==> config.mk <==
export PLATFORM = sky130hd
export DESIGN_NAME = adc_uart_tx_flat
export DESIGN_NICKNAME = d
export VERILOG_FILES = /design/src/rtl/adc_uart_tx_pkg.sv /design/src/rtl/adc_uart_tx_if.sv /design/src/rtl/adc_uart_tx_byte.sv /design/src/rtl/adc_uart_tx.sv /design/src/flat_wrapper.sv
export SDC_FILE = /design/constraint.sdc
export NUM_CORES = 1
export LEC_CHECK = 0
export CAP_MARGIN = 20
export CORE_MARGIN = 5
export CORE_UTILIZATION = 57
export CTS_BUF_LIST = sky130_fd_sc_hd__clkbuf_4
export DETAILED_ROUTE_END_ITERATION = 16
export GPL_TIMING_DRIVEN = 0
export PLACE_DENSITY = 0.93
export SYNTH_ARGS = -nofsm -noshare
export SYNTH_HDL_FRONTEND = slang
export SYNTH_SLANG_ARGS = --single-unit
export TNS_END_PERCENT = 20
==> constraint.sdc <==
create_clock -name clk -period 2.9 [get_ports clk]
set_clock_uncertainty 0.15 [all_clocks]
set_input_delay 0.29 -clock clk [delete_from_list [all_inputs] [get_ports clk]]
set_output_delay 0.29 -clock clk [all_outputs]
set_load 0.1 [all_outputs]
==> src/rtl/adc_uart_tx_pkg.sv <==
// Shared definitions for the ADC sample UART transmitter: packet layout,
// FSM encodings and the byte/checksum helpers.
package adc_uart_tx_pkg;

  localparam int          PACKET_BYTES = 7;
  localparam int          LAST_BYTE    = PACKET_BYTES - 1;
  localparam logic [7:0]  SYNC_DEFAULT = 8'hA5;

  typedef enum logic {
    PKT_IDLE,
    PKT_SEND
  } pkt_state_e;

  typedef enum logic [1:0] {
    SER_IDLE,
    SER_START,
    SER_DATA,
    SER_STOP
  } ser_state_e;

  // XOR of the five payload bytes; the sync byte is deliberately excluded.
  function automatic logic [7:0] word_csum(input logic [39:0] w);
    return w[39:32] ^ w[31:24] ^ w[23:16] ^ w[15:8] ^ w[7:0];
  endfunction

  function automatic logic [7:0] packet_byte(input logic [7:0]  sync,
                                             input logic [39:0] w,
                                             input logic [7:0]  csum,
                                             input logic [2:0]  idx);
    logic [7:0] b;
    case (idx)
      3'd0:    b = sync;
      3'd1:    b = w[39:32];
      3'd2:    b = w[31:24];
      3'd3:    b = w[23:16];
      3'd4:    b = w[15:8];
      3'd5:    b = w[7:0];
      default: b = csum;
    endcase
    return b;
  endfunction

endpackage

==> src/rtl/adc_uart_tx_if.sv <==
// Sample-set handshake between the SPI capture side and the packet transmitter.
// A set transfers on a clk edge where sample_valid && sample_ready; valid while
// !ready is not queued, it is reported on dropped in the following cycle.
interface adc_uart_tx_if;
  logic       sample_valid;
  logic [9:0] ch1;
  logic [9:0] ch2;
  logic [9:0] ch3;
  logic [9:0] ch4;
  logic       sample_ready;
  logic       dropped;

  modport master (
    output sample_valid, ch1, ch2, ch3, ch4,
    input  sample_ready, dropped
  );

  modport slave (
    input  sample_valid, ch1, ch2, ch3, ch4,
    output sample_ready, dropped
  );
endinterface

==> src/rtl/adc_uart_tx_byte.sv <==
// 8N1 byte serializer with a load/done handshake. done pulses in the last
// cycle of the stop bit so a load in that same cycle chains bytes with no gap.
module uart_tx_byte
  import adc_uart_tx_pkg::*;
#(
  parameter int CLKS_PER_BIT = 868
) (
  input  logic       clk,
  input  logic       reset_b,
  input  logic [7:0] data,
  input  logic       load,
  output logic       done,
  output logic       tx,
  output ser_state_e dbg_state
);

  localparam int             TW   = (CLKS_PER_BIT > 1) ? $clog2(CLKS_PER_BIT) : 1;
  localparam logic [TW-1:0]  TMAX = TW'(CLKS_PER_BIT - 1);

  ser_state_e    state;
  ser_state_e    state_next;
  logic [TW-1:0] timer;
  logic [2:0]    bit_idx;
  logic [7:0]    shift;
  logic          bit_end;
  logic          take;
  logic          tx_next;

  assign bit_end   = (timer == TMAX);
  assign take      = load && ((state == SER_IDLE) || done);
  assign dbg_state = state;

  always_ff @(posedge clk or negedge reset_b) begin
    if (!reset_b) begin
      state   <= SER_IDLE;
      timer   <= '0;
      bit_idx <= '0;
      shift   <= '0;
      tx      <= 1'b1;
    end else begin
      state <= state_next;
      tx    <= tx_next;
      if ((state == SER_IDLE) || bit_end) timer <= '0;
      else                                timer <= timer + TW'(1);
      if (take) begin
        shift   <= data;
        bit_idx <= '0;
      end else if ((state == SER_DATA) && bit_end) begin
        shift   <= {1'b0, shift[7:1]};
        bit_idx <= bit_idx + 3'd1;
      end
    end
  end

  always_comb begin
    state_next = state;
    case (state)
      SER_IDLE:  if (load) state_next = SER_START;
      SER_START: if (bit_end) state_next = SER_DATA;
      SER_DATA:  if (bit_end && (bit_idx == 3'd7)) state_next = SER_STOP;
      SER_STOP:  if (bit_end) state_next = load ? SER_START : SER_IDLE;
      default:   state_next = SER_IDLE;
    endcase
  end

  // tx is registered, so it is derived from the state being entered.
  always_comb begin
    done    = (state == SER_STOP) && bit_end;
    tx_next = 1'b1;
    case (state_next)
      SER_START: tx_next = 1'b0;
      SER_DATA:  tx_next = ((state == SER_DATA) && bit_end) ? shift[1] : shift[0];
      default:   tx_next = 1'b1;
    endcase
  end

endmodule

==> src/rtl/adc_uart_tx.sv <==
// Frames one 4x10-bit ADC sample set as SYNC, five payload bytes and an XOR
// checksum, and streams the seven bytes back-to-back on tx as 8N1 UART.
module adc_uart_tx
  import adc_uart_tx_pkg::*;
#(
  parameter int         CLKS_PER_BIT = 868,
  parameter logic [7:0] SYNC_BYTE    = SYNC_DEFAULT
) (
  input  logic         clk,
  input  logic         reset_b,
  adc_uart_tx_if.slave s_if,
  output logic         busy,
  output logic         tx,
  output pkt_state_e   dbg_state,
  output ser_state_e   dbg_ser_state
);

  pkt_state_e  state;
  pkt_state_e  state_next;
  logic [39:0] hold;
  logic [7:0]  csum;
  logic [2:0]  byte_idx;
  logic        dropped_q;
  logic [39:0] in_word;
  logic        ready_c;
  logic        accept;
  logic        last_byte;
  logic        ser_load;
  logic        ser_done;
  logic [7:0]  ser_data;

  assign in_word          = {s_if.ch1, s_if.ch2, s_if.ch3, s_if.ch4};
  assign last_byte        = (byte_idx == 3'(LAST_BYTE));
  assign s_if.sample_ready = ready_c;
  assign s_if.dropped      = dropped_q;
  assign dbg_state        = state;

  always_ff @(posedge clk or negedge reset_b) begin
    if (!reset_b) begin
      state     <= PKT_IDLE;
      hold      <= '0;
      csum      <= '0;
      byte_idx  <= '0;
      dropped_q <= 1'b0;
    end else begin
      state     <= state_next;
      dropped_q <= s_if.sample_valid && !ready_c;
      if (accept) begin
        hold     <= in_word;
        csum     <= word_csum(in_word);
        byte_idx <= '0;
      end else if ((state == PKT_SEND) && ser_done) begin
        byte_idx <= byte_idx + 3'd1;
      end
    end
  end

  always_comb begin
    state_next = state;
    case (state)
      PKT_IDLE: if (accept) state_next = PKT_SEND;
      PKT_SEND: if (ser_done && last_byte) state_next = PKT_IDLE;
      default:  state_next = PKT_IDLE;
    endcase
  end

  // The sync byte is loaded on the accepting edge itself (the holding register
  // is not yet valid then); later bytes come from the latched word.
  always_comb begin
    ready_c  = (state == PKT_IDLE);
    busy     = (state == PKT_SEND);
    accept   = s_if.sample_valid && ready_c;
    ser_load = accept || ((state == PKT_SEND) && ser_done && !last_byte);
    ser_data = accept ? SYNC_BYTE
                      : packet_byte(SYNC_BYTE, hold, csum, byte_idx + 3'd1);
  end

  uart_tx_byte #(
    .CLKS_PER_BIT(CLKS_PER_BIT)
  ) u_byte (
    .clk       (clk),
    .reset_b   (reset_b),
    .data      (ser_data),
    .load      (ser_load),
    .done      (ser_done),
    .tx        (tx),
    .dbg_state (dbg_ser_state)
  );

endmodule

==> src/flat_wrapper.sv <==
// flat-port wrapper written by rule: the top's interface ports become plain ports
module adc_uart_tx_flat import adc_uart_tx_pkg::*;
#(
  parameter int         CLKS_PER_BIT = 868,
  parameter logic [7:0] SYNC_BYTE    = SYNC_DEFAULT
)
  (clk, reset_b, busy, tx, dbg_state, dbg_ser_state, s_if_sample_valid, s_if_ch1, s_if_ch2, s_if_ch3, s_if_ch4, s_if_sample_ready, s_if_dropped);
  adc_uart_tx_if s_if_i ();
  input  logic clk;
  input  logic reset_b;
  output logic busy;
  output logic tx;
  output pkt_state_e dbg_state;
  output ser_state_e dbg_ser_state;
  input wire logic [$bits(s_if_i.sample_valid)-1:0] s_if_sample_valid;
  input wire logic [$bits(s_if_i.ch1)-1:0] s_if_ch1;
  input wire logic [$bits(s_if_i.ch2)-1:0] s_if_ch2;
  input wire logic [$bits(s_if_i.ch3)-1:0] s_if_ch3;
  input wire logic [$bits(s_if_i.ch4)-1:0] s_if_ch4;
  output wire logic [$bits(s_if_i.sample_ready)-1:0] s_if_sample_ready;
  output wire logic [$bits(s_if_i.dropped)-1:0] s_if_dropped;
  assign s_if_i.sample_valid = s_if_sample_valid;
  assign s_if_i.ch1 = s_if_ch1;
  assign s_if_i.ch2 = s_if_ch2;
  assign s_if_i.ch3 = s_if_ch3;
  assign s_if_i.ch4 = s_if_ch4;
  assign s_if_sample_ready = s_if_i.sample_ready;
  assign s_if_dropped = s_if_i.dropped;
  adc_uart_tx #(.CLKS_PER_BIT(CLKS_PER_BIT), .SYNC_BYTE(SYNC_BYTE)) u_core (.clk(clk), .reset_b(reset_b), .s_if(s_if_i), .busy(busy), .tx(tx), .dbg_state(dbg_state), .dbg_ser_state(dbg_ser_state));
endmodule
# Yosys cells after proc, flatten, opt, wreduce, memory -nomap -nowiden
# Index checks and enable logic that the tools add are counted.
dict set report totals {
  output_inout_bits 7
  input_bits 43
  register_bits 77
}
dict set report classes {
  add_sub_neg 3
  bitwise 5
  muxes 20
  eq_ne 13
  reduce_logical 17
}
# cell count
set ops {}
lappend ops {{case mux 8 bit (6 select lines)} 1}
lappend ops {{XOR 8 bit} 4}
lappend ops {{2-to-1 mux 8 bit} 3}
lappend ops {{equality test 3 bit (second input constant)} 4}
lappend ops {{2-to-1 mux 3 bit} 4}
lappend ops {{adder 10 x 1 -> 10 bit (second input constant)} 1}
lappend ops {{equality test 10 bit (second input constant)} 1}
lappend ops {{2-to-1 mux 10 bit} 1}
lappend ops {{logical AND 1 bit} 9}
lappend ops {{2-to-1 mux 2 bit} 4}
lappend ops {{case mux 2 bit (4 select lines)} 1}
lappend ops {{adder 3 x 1 -> 3 bit (second input constant)} 2}
lappend ops {{equality test 2 bit (second input constant)} 3}
lappend ops {{equality test 3 x 2 -> 1 bit (second input constant)} 2}
lappend ops {{equality test 2 x 1 -> 1 bit (second input constant)} 2}
lappend ops {{2-to-1 mux 1 bit} 4}
lappend ops {{case mux 1 bit (2 select lines)} 2}
lappend ops {{nonzero test 2 bit} 2}
lappend ops {{equality test 3 x 1 -> 1 bit (second input constant)} 1}
lappend ops {{zero test 3 bit} 1}
lappend ops {{logical OR 1 bit} 3}
lappend ops {{zero test 2 bit} 1}
lappend ops {{zero test 1 bit} 1}
lappend ops {{inverter 1 bit} 1}

# Depth between registers and ports, before layout
dict set report depth {
  ltp_word 10
  depth_mapped 8
  depth_no_buf 7
}

# Hierarchy
# From an unflattened synthesis, not the netlist that was laid out.
dict set report unflattened {
  cells_unflattened 428
  hier_area_um2 4061.4
}
# module area_each_um2 seq_area_each_um2 cells_each instances
set by_module_without_submodules {}
lappend by_module_without_submodules {adc_uart_tx 2813.9 1326.3 307 1}
lappend by_module_without_submodules {uart_tx_byte 1247.4 601.8 121 1}

# Worst setup path after synthesis
# No wires, ideal clock.
dict set report synth_path {
  path_kind {reg2reg}
  startpoint {register u_core.state, in the netlist u_core.busy}
  endpoint {register u_core.byte_idx[0]}
  setup_ns 0.125
  period_less_slack_ns 2.614
  t_required_ns 2.625
  n_path_buf 0
  arrival_ns 2.339
  setup_slack_ns 0.286
  path_stages_with_launch 5
  cell_sequence {dfrtp_1 -> nand3_1 -> nor4_1 -> nor2_1 -> mux2_2}
}
dict set report synth_via {
  elab_chain_cells 3
  elab_cells_between_ends 5
}
# element line
set synth_lines {}
lappend synth_lines {{start, declared} adc_uart_tx.sv:18} ;# pkt_state_e state;
lappend synth_lines {{start signal, assigned} adc_uart_tx.sv:46} ;# state <= state_next;
lappend synth_lines {{inverter 1 bit} adc_uart_tx.sv:70} ;# ready_c = (state == PKT_IDLE);
lappend synth_lines {{logical AND 1 bit} adc_uart_tx.sv:72} ;# accept = s_if.sample_valid && ready_c;
lappend synth_lines {{2-to-1 mux 3 bit or nonzero test 2 bit (tied branches)} --}
lappend synth_lines {{end signal, assigned} adc_uart_tx.sv:53} ;# byte_idx <= byte_idx + 3'd1;
lappend synth_lines {{end, declared} adc_uart_tx.sv:22} ;# logic [2:0] byte_idx;
# Parallel ways exist; a longest one is shown, timed or not.
# A chain may end at the register's enable or synchronous reset.

# Worst setup path in the final report
dict set report layout_path {
  startpoint {register u_core.u_byte.timer[0]}
  endpoint {register u_core.u_byte.shift[1]}
}
dict set report layout_via {
  elab_chain_cells 7
  elab_cells_between_ends 10
}
# element line
set layout_lines {}
lappend layout_lines {{start, declared} adc_uart_tx_byte.sv:22} ;# logic [TW-1:0] timer;
lappend layout_lines {{start signal, assigned} adc_uart_tx_byte.sv:44} ;# else timer <= timer + TW'(1);
lappend layout_lines {{equality test 10 bit *} adc_uart_tx_byte.sv:29} ;# assign bit_end = (timer == TMAX);
lappend layout_lines {{logical AND 1 bit} adc_uart_tx_byte.sv:68} ;# done = (state == SER_STOP) && bit_end;
lappend layout_lines {{logical AND 1 bit (2 in a row)} adc_uart_tx.sv:73} ;# ser_load = accept || ((state == PKT_SEND) && ser_done && !last_byte);
lappend layout_lines {{logical OR 1 bit} adc_uart_tx.sv:73}
lappend layout_lines {{logical AND 1 bit} adc_uart_tx_byte.sv:30} ;# assign take = load && ((state == SER_IDLE) || done);
lappend layout_lines {{2-to-1 mux 8 bit or nonzero test 2 bit (tied branches)} --}
lappend layout_lines {{end signal, assigned} adc_uart_tx_byte.sv:46} ;# shift <= data;
lappend layout_lines {{end signal, assigned} adc_uart_tx_byte.sv:49} ;# shift <= {1'b0, shift[7:1]};
lappend layout_lines {{end, declared} adc_uart_tx_byte.sv:24} ;# logic [7:0] shift;
# Mark *: on every way between the ends. The rest lies on a longest branch, timed or not.

==> reports/results.ini <==
[run_status]
status=finished clean

[floorplan]
dieArea_um2=8599
die_y_um=92.73
num_io_pins=50
start_util_pct=58.06
rows=30
coreArea_um2=6719
die_w_um=92.73

[critical_path]
critPathKind=reg2reg
required_ns=3.08
path_max_fanout=6
critPathCaptureType=flop
critPathArrivalTime_ns=2.80
crit_path_start_kind=flop

[logic_synthesis]
synth-seq-area-share_pct=49.42
yosys_warnings=0
yosys.area.top_type=dfrtp_1
synthAdderAreaFrac_pct=2.566
synth_top_flop_cell=dfrtp_1
synthTopCellsByArea=dfrtp_1, nand2_1, xnor2_1
synthesis.area_um2=3901
synth_fp_nets=484
postSynthAreaPerCell_um2=9.010
ys_ff_latch=77
synthSimpleGateAreaFrac_pct=21.20
synth_top_family_by_area=simple AND/OR/NAND/NOR gates
synth_cells=433
synth_compound_area_share_pct=11.80
async_flop_share_pct=100.0
synth_xor_area_share_pct=9.654
yosysTopAreaCellShare_pct=48.75
synthMuxAreaShare_pct=2.117
synth-edff-count=0
yosysUniqueCellTypes=47

[global_routing]
antenna_found_initial=0
gr-total-overflow=0
grt_pass1_vias=3418
grt_util_all_layers_pct=23.61
grt_max_degree=46
grt_pass1_wl_um=16040

[timing]
finalCritPeriodShare_pct=90.38
slew_headroom_pct=35.29
finalCriticalPeriod_ns=2.621
maxSlewViolCount=0
rsz0062_at_grt=false
tightest_slew_ns=0.9676
hold_slack_ns=0.1934
hold_viol_final=0
setup_violations=0
max_freq_ghz=0.3815

[cts]
clk_pin_slew_ns=0.12
cts_sinks=77
cts_inserted_buffers=9
clock_latency_ns=0.42
ctsLongestPathBuffers=2
cts_max_level=3
clock-root-buffer=clkbuf_4
cts_tree=done

[pwr]
leakagePower_nw=2.146
ir_worst_vdd_uv=284.8
power_density_nw_per_um2=490.8

[detailed_routing]
drc_errors=0
route.vias.total=3406
vias_per_cell=5.883
wl_per_cell_um=16.88
first_pass_iters=6
drtIter0Drc=338
finalWirelength_um=9772
ant_nets=0

[job]
cap_viol_max_count=0

[place]
gp_congestion=0.9075
io_buffers=49
place_hpwl_um=6909

[final_layout]
fin_util_pct=69.09
fill_cells=490
layout_commonest_cell=nand2_1
syn_to_final_growth_pct=18.99
final_cell_mix=nand2_1, dfrtp_1, clkdlybuf4s50_1
antenna_cells=0
drive_gt1_share_pct=6.413
nets=547

[min_path]
hold_class=in2async

## sequential cells by signal (all words and copies together), names as in the netlist, 2 cells and up
register and flops:
u_core.u_byte.bit_idx 3, u_core.hold 40, u_core.u_byte.dbg_state 2, u_core.u_byte.timer 10
u_core.u_byte.shift 8, u_core.byte_idx 3, u_core.csum 8
## power breakdown
part           total, mW  leakage [nW]  internal, mW  switching (mW)
clock              0.538        0.0623         0.183           0.355
combinational      0.461          1.12         0.216           0.245
sequential          1.28         0.964          1.19          0.0847
## critical path, cell delays in order, from the launching register on
cell     delay [ns]
dfrtp_1        0.41
ha_1           0.20
or3b_4         0.41
or3_1          0.34
buf_2          0.16
nor3_1         0.52
nand3_1        0.22
o21ai_0        0.13
## through the flow
step | cell area (µm²) | cells | TNS [ns] | setup WS [ns] | power, mW
global placement | 4492 | 562 | -88.54 | -1.163 | 1.714
global route | 4642 | 579 | 0 | 0.09959 | 2.388
floorplan | 3901 | 433 | 0 | 0.2864 | 1.562
detailed placement | 4509 | 563 | -0.4070 | -0.1158 | 1.749
finish | 4642 | 579 | 0 | 0.2790 | 2.278
CTS | 4622 | 578 | 0 | 0.1405 | 2.262
## what timing repair did
action,in CTS,in global routing
hold buffers,1,0
resized for setup,1,2
setup buffers,0,0
endpoints found under the setup margin,8,6
hold endpoints to repair,32,0
## logic make-up (layout without fill, tap and decap cells)
group,Yosys count,count (layout)
simple gates,197,197
flops,77,77
compound gates,70,70
xor+xnor,43,43
buf+inv,30,96
fa+ha+maj,8,8
mux,8,8
## cells in the mapped netlist (2+ instances only)
| cell | count |
|---|---|
| nand2_1 | 147 |
| dfrtp_1 | 76 |
| xnor2_1 | 31 |
| nor2_1 | 19 |
| a21oi_1 | 18 |
| clkbuf_1 | 18 |
| o21ai_0 | 16 |
| xor2_1 | 12 |
| nand3_1 | 9 |
| ha_1 | 8 |
| inv_1 | 7 |
| mux2i_1 | 6 |
| o22ai_1 | 6 |
| a221oi_1 | 4 |
| a222oi_1 | 4 |
| a211oi_1 | 3 |
| a22o_1 | 3 |
| nor3_1 | 3 |
| nor4_1 | 3 |
| a21o_1 | 2 |
| a221o_1 | 2 |
| a22oi_1 | 2 |
| a31oi_1 | 2 |
| and2_1 | 2 |
| buf_2 | 2 |
| mux2_2 | 2 |
| nand2b_1 | 2 |
| nand4b_1 | 2 |
| o211ai_1 | 2 |
| o31ai_1 | 2 |
| or3_1 | 2 |
## path summary, 6_finish.rpt
path	depth (start not counted)	slack (ns)	startpoint	to
setup / recovery	7	0.28	u_core.u_byte.timer[0]	u_core.u_byte.shift[1]
min in group clk	3	0.29	s_if_ch1[3]	u_core.hold[33]
hold / removal	2	0.19	reset_b	u_core.busy
hold reg to reg	2	0.34	u_core.hold[15]	u_core.hold[15]
setup reg to reg	7	0.28	u_core.u_byte.timer[0]	u_core.u_byte.shift[1]
max in group asynchronous	3	1.82	reset_b	u_core.hold[29]
## metal layers
metal | share of wire (%) | track usage [%] | up-vias
met3 | 10 | 5.605 | 41
met5 | 0 | 0 | -
met1 | 37 | 28.42 | 1607
met4 | 4.0 | 11.72 | 0
met2 | 48 | 39.64 | 196
li1 | - | - | 1562
## final cells by class
cell class | instances | area (µm²) | share of cell area [%]
clock inverters | 3 | 15.01 | 0.3235
well taps | 80 | 100.1 | 2.156
inverters | 7 | 26.28 | 0.5660
plain buffers | 23 | 100.1 | 2.156
flip-flops and latches | 77 | 1928 | 41.54
multi-input cells | 326 | 1867 | 40.22
repair buffers | 52 | 523.0 | 11.27
clock buffers | 11 | 82.58 | 1.779
No activity file was read; power rests on OpenSTA's default activity.
